$ cat src/rtl/regfile_wb_arbiter_pkg.sv
// Shared definitions for the register-file writeback arbiter.
//   XLEN       : width of writeback data
//   REG_ADDR_W : register address width
//   NUM_REGS   : number of architectural registers (x0 reads as zero)
//   wb_req_t   : packed writeback request {addr, data}
package regfile_wb_arbiter_pkg;

  localparam int XLEN       = 32;
  localparam int REG_ADDR_W = 5;
  localparam int NUM_REGS   = 32;

  typedef struct packed {
    logic [REG_ADDR_W-1:0] addr;
    logic [XLEN-1:0]       data;
  } wb_req_t;

endpackage

$ cat src/rtl/regfile_wb_arbiter_rr_arbiter2.sv
// Two-way round-robin arbiter.
//   clk, rst   : clock, synchronous active-high reset
//   valid_i    : request valids {req1, req0}
//   advance_i  : a transfer happened this cycle; move the pointer
//   grant_o    : one-hot grant {req1, req0}, combinational
module rr_arbiter2 (
  input  logic       clk,
  input  logic       rst,
  input  logic [1:0] valid_i,
  input  logic       advance_i,
  output logic [1:0] grant_o
);

  // last_q = 1 means req1 was granted most recently
  logic last_q;
  logic last_d;

  // Grant selection; nothing is granted while reset is held
  always_comb begin
    grant_o = 2'b00;
    if (rst) begin
      grant_o = 2'b00;
    end else begin
      case (valid_i)
        2'b01:   grant_o = 2'b01;
        2'b10:   grant_o = 2'b10;
        2'b11:   grant_o = last_q ? 2'b01 : 2'b10;
        default: grant_o = 2'b00;
      endcase
    end
  end

  // Pointer next state: only a real transfer moves it
  always_comb begin
    last_d = last_q;
    if (advance_i) begin
      last_d = grant_o[1];
    end else begin
      last_d = last_q;
    end
  end

  // Pointer register; reset makes req1 the last winner so req0 goes first
  always_ff @(posedge clk) begin
    if (rst) begin
      last_q <= 1'b1;
    end else begin
      last_q <= last_d;
    end
  end

endmodule

$ cat src/rtl/regfile_wb_arbiter.sv
// Arbitrates two writeback requesters onto a single register-file write port.
//   clk, rst                         : clock, synchronous active-high reset
//   req0_valid/addr/data/ready       : ALU writeback request and handshake
//   req1_valid/addr/data/ready       : load writeback request and handshake
//   wr_address, data, write_enable   : registered register-file write port
//   busy_mask                        : one-hot of the register being written
//   grant_id                         : source of the current write (0/1)
module regfile_wb_arbiter
  import regfile_wb_arbiter_pkg::*;
#(
  parameter int XLEN       = regfile_wb_arbiter_pkg::XLEN,
  parameter int REG_ADDR_W = regfile_wb_arbiter_pkg::REG_ADDR_W
) (
  input  logic                  clk,
  input  logic                  rst,
  input  logic                  req0_valid,
  input  logic [REG_ADDR_W-1:0] req0_addr,
  input  logic [XLEN-1:0]       req0_data,
  output logic                  req0_ready,
  input  logic                  req1_valid,
  input  logic [REG_ADDR_W-1:0] req1_addr,
  input  logic [XLEN-1:0]       req1_data,
  output logic                  req1_ready,
  output logic [REG_ADDR_W-1:0] wr_address,
  output logic [XLEN-1:0]       data,
  output logic                  write_enable,
  output logic [NUM_REGS-1:0]   busy_mask,
  output logic                  grant_id
);

  logic [1:0]            grant_s;
  logic                  advance_s;
  logic [REG_ADDR_W-1:0] sel_addr_s;
  logic [XLEN-1:0]       sel_data_s;

  logic [REG_ADDR_W-1:0] wr_address_q, wr_address_d;
  logic [XLEN-1:0]       data_q, data_d;
  logic                  write_enable_q, write_enable_d;
  logic [NUM_REGS-1:0]   busy_mask_q, busy_mask_d;
  logic                  grant_id_q, grant_id_d;

  rr_arbiter2 u_arb (
    .clk       (clk),
    .rst       (rst),
    .valid_i   ({req1_valid, req0_valid}),
    .advance_i (advance_s),
    .grant_o   (grant_s)
  );

  // A grant is only ever given to a valid requester, so any grant is a transfer
  assign advance_s  = |grant_s;
  assign req0_ready = grant_s[0];
  assign req1_ready = grant_s[1];

  // Select the granted request
  always_comb begin
    if (grant_s[1]) begin
      sel_addr_s = req1_addr;
      sel_data_s = req1_data;
    end else begin
      sel_addr_s = req0_addr;
      sel_data_s = req0_data;
    end
  end

  // Next write-port state; idle cycles hold address/data/id and drop the strobe
  always_comb begin
    wr_address_d   = wr_address_q;
    data_d         = data_q;
    grant_id_d     = grant_id_q;
    write_enable_d = 1'b0;
    busy_mask_d    = '0;
    if (advance_s) begin
      wr_address_d   = sel_addr_s;
      data_d         = sel_data_s;
      grant_id_d     = grant_s[1];
      // x0 is accepted but never written
      write_enable_d = (sel_addr_s != '0);
    end else begin
      write_enable_d = 1'b0;
    end
    if (write_enable_d) begin
      busy_mask_d[sel_addr_s] = 1'b1;
    end else begin
      busy_mask_d = '0;
    end
  end

  // Output register stage
  always_ff @(posedge clk) begin
    if (rst) begin
      wr_address_q   <= '0;
      data_q         <= '0;
      grant_id_q     <= 1'b0;
      write_enable_q <= 1'b0;
      busy_mask_q    <= '0;
    end else begin
      wr_address_q   <= wr_address_d;
      data_q         <= data_d;
      grant_id_q     <= grant_id_d;
      write_enable_q <= write_enable_d;
      busy_mask_q    <= busy_mask_d;
    end
  end

  assign wr_address   = wr_address_q;
  assign data         = data_q;
  assign grant_id     = grant_id_q;
  assign write_enable = write_enable_q;
  assign busy_mask    = busy_mask_q;

endmodule

$ cat config.mk
export PLATFORM = sky130hd
export DESIGN_NAME = regfile_wb_arbiter
export DESIGN_NICKNAME = d
export VERILOG_FILES = /design/src/rtl/regfile_wb_arbiter_pkg.sv /design/src/rtl/regfile_wb_arbiter_rr_arbiter2.sv /design/src/rtl/regfile_wb_arbiter.sv
export SDC_FILE = /design/constraint.sdc
export NUM_CORES = 1
export LEC_CHECK = 0
export CAP_MARGIN = 30
export CELL_PAD_IN_SITES_DETAIL_PLACEMENT = 1
export CELL_PAD_IN_SITES_GLOBAL_PLACEMENT = 2
export CORE_AREA = 5 5 117 119
export CTS_CLUSTER_SIZE = 20
export DETAILED_ROUTE_END_ITERATION = 10
export DIE_AREA = 0 0 122 124
export GPL_TIMING_DRIVEN = 0
export MAX_ROUTING_LAYER = met4
export PLACE_DENSITY_LB_ADDON = 0.1
export SYNTH_ARGS = -nofsm -noshare
export SYNTH_HDL_FRONTEND = slang
export SYNTH_SLANG_ARGS = --single-unit
$ cat constraint.sdc
create_clock -name clk -period 6.23 [get_ports clk]
set_input_delay 1.869 -clock clk [delete_from_list [all_inputs] [get_ports clk]]
set_output_delay 1.869 -clock clk [all_outputs]
set_load 0.02 [all_outputs]
==> results by group <==
Power
  • Leakage: 1.65 nW
  • PD cells: 247 nW/µm²
  • Maximum vdd ir drop: 84.2 µV

Timing
  • Fmax: 182 MHz
  • Final setup fails: 0
  • Setup TNS Final: 0 ns
  • Fin crit period: 5.49 ns
  • Slew headroom: 0.543
  • Fin. max-slew vios: 0
  • Setup slack after layout: 0.743 ns
  • Max Clock Skew: 0.00519 ns
  • Tcrit/Tclk final: 0.881
  • Worst Tran Pin Value: 0.686 ns
  • Hold Fails Final Rpt: 0
  • RSZ-0062 raised after global routing: no

Detailed routing
  • Vias/cell: 4.93
  • WL final: between 10000 and 15000 µm
  • TritonRoute pass-1 iters: 4
  • Vias: 3005
  • DRT iter0 DRCs: about 120
  • Number of routed nets with antenna violations: 0
  • Residual DRC count: 0
  • Wirelength per Cell: 19.5 µm

Global routing
  • Initial antenna violation count: 0
  • Vias in the first global route: 3265
  • First-pass GRT wire length: 18400 µm
  • Largest net degree at the start of global routing: 11
  • Grt ovf: 0
  • All-Layer GR Usage: 0.165

Clock network
  • # resized after CTS: 0
  • Clock sink count: roughly 70
  • H-Tree Depth: 3
  • Cts hold-fix bufs: 0
  • CTS tree: yes
  • Reg clk slew, reported paths: 0.05 ns
  • Root buffer cell: clkbuf_16
  • Worst skew pair latency: 0.34 ns
  • Clk buf depth: 2
  • Setup bufs post-CTS: 0
  • TritonCTS Buffers: 9

Setup path
  • Slowest stage delay, CP: slightly below 0.6 ns
  • Worst path slowest cell: clkdlybuf4s50_1
  • Crit-path cells: buf_4, nor2_1, buf_2, nor3_1, clkdlybuf4s50_1
  • CP Data Arrival Time: 3.62 ns
  • WP data required: between 4 and 5 ns
  • Cell family with most CP delay: buffers and inverters
  • Kind of critical path: in -> out
  • Worst setup EP type: output port
  • WP buf/inv: 3
  • CP max FO: 10
  • Startpoint types: primary input

Synth
  • Number of flops mapped to enable cells by yosys: 0
  • Avg Cell Area, Syn: 10.6 µm²
  • Netlist cell types: 33
  • Count leader, synth: dfxtp_1
  • Asr flop ratio synth: 0
  • Post-Synthesis Cells: 276
  • Commonest cells post-synth: dfxtp_1, a221o_1, nor4b_1
  • Ranking of synthesized cells by area: dfxtp_1, a221o_1, nor4b_1
  • Largest area contributor in the synthesized netlist: dfxtp_1
  • Yosys Warn Count: 0
  • Synth top area share: 0.493
  • Flops & latches, synth: 72
  • Syn_nets: between 300 and 400
  • Top FF cell, synth: dfxtp_1
  • Synthesized area: 2920 µm²
  • Register area share after synthesis: 0.493

Finish
  • Antenna Cells: 0
  • Core Util, Final: 0.390
  • Design area: 4860 µm²
  • Area Growth Syn to Fin: 66.4%
  • Layout Nets: 512
  • Fillers: 1403
  • Layout cells sized above 1: 0.0755

Placement
  • Routability cong.: 0.793
  • Dpl ws: 0.673 ns
  • DP HPWL: 8820 µm
  • Port bufs: 147
  • Placed cell areas: 4610 µm²

Die
  • Die Area: 15100 µm²
  • Row count: 41
  • DIE HEIGHT: 124 µm
  • Starting Density: 0.234
  • # IOs: 151
  • Chip width: 122 µm
  • Core footprint: 12500 µm²

Run status
  • Status: complete, no violations

Flow run
  • Maxcap violations: 0

Hold path
  • Worst hold path class: reg -> reg
[metrics by stage]
stage               hold slack [ns]  std cells  power (mW)
detailed placement            0.473        595       0.746
global placement              0.470        595       0.743
floorplan                     0.507        276       0.613
global route                  0.508        609        1.25
finish                        0.487        609        1.20
CTS                           0.492        609        1.22
[worst paths after layout]
kind,start,slack (ns),end,depth (start not counted)
setup / recovery,req0_valid,0.74,req0_ready,5
hold / removal,data[10],0.49,data[10],1
setup reg to reg,u_arb.last_q,4.45,data[9],4
hold reg to reg,data[10],0.49,data[10],1
[sequential cells by signal, summed over array words and instances, names as in the netlist]
register	cells
busy_mask	32
grant_id	1
data	32
wr_address	5
write_enable	1
u_arb.last_q	1
[power breakdown]
part | leakage, nW | total (mW) | internal [mW] | switching (mW)
registers | 0.591 | 0.501 | 0.487 | 0.0140
clock network | 0.126 | 0.466 | 0.276 | 0.190
logic | 0.931 | 0.234 | 0.120 | 0.114
[cell families (layout without fill, tap and decap cells)]
kind of cell / count (synthesis) / in the layout / share of synthesized area
buffers and inverters: 29 / 190 / 0.0479
other: 1 / 1 / 0.00128
and+or+nand+nor: 83 / 83 / 0.212
DFF: 72 / 72 / 0.493
AOI/OAI and AO/OA: 91 / 91 / 0.245
[placed cells by master (no fill, tap or decap), types with 2 or more instances in the layout]
cell type and count:
or4_1 6, a221o_1 36, buf_4 2, clkdlybuf4s50_1 147, nor2_1 8, a21oi_1 32, nand4b_1 4, clkbuf_16 9
nor4b_1 36, or4_4 3, nand3_1 2, clkbuf_1 15, buf_2 13, nand4_1 2, nand2b_1 7, o2111ai_1 6
a32oi_1 2, nor2b_1 8, nand2_1 2, o211ai_1 9, dfxtp_1 72
[routing by layer]
layer | share of wire | GRT usage | wire length (µm)
met5 | 0 | - | 0
met4 | 0.016 | 0.0630 | 191
met3 | 0.066 | 0.0500 | 778
met2 | 0.47 | 0.258 | 5590
met1 | 0.45 | 0.201 | 5320
[final cells by class]
cell class,count,area [µm²],share of cell area
Clock inverter,1,5.00,0.00103
Clock buffer,13,250,0.0514
Tap cell,172,215,0.0442
Buffer,28,136,0.0280
Multi-Input combinational cell,175,1340,0.276
Sequential cell,72,1440,0.296
Inverter,1,3.75,0.000772
Timing Repair Buffer,147,1470,0.302
Power figures use the tool's default switching activity.
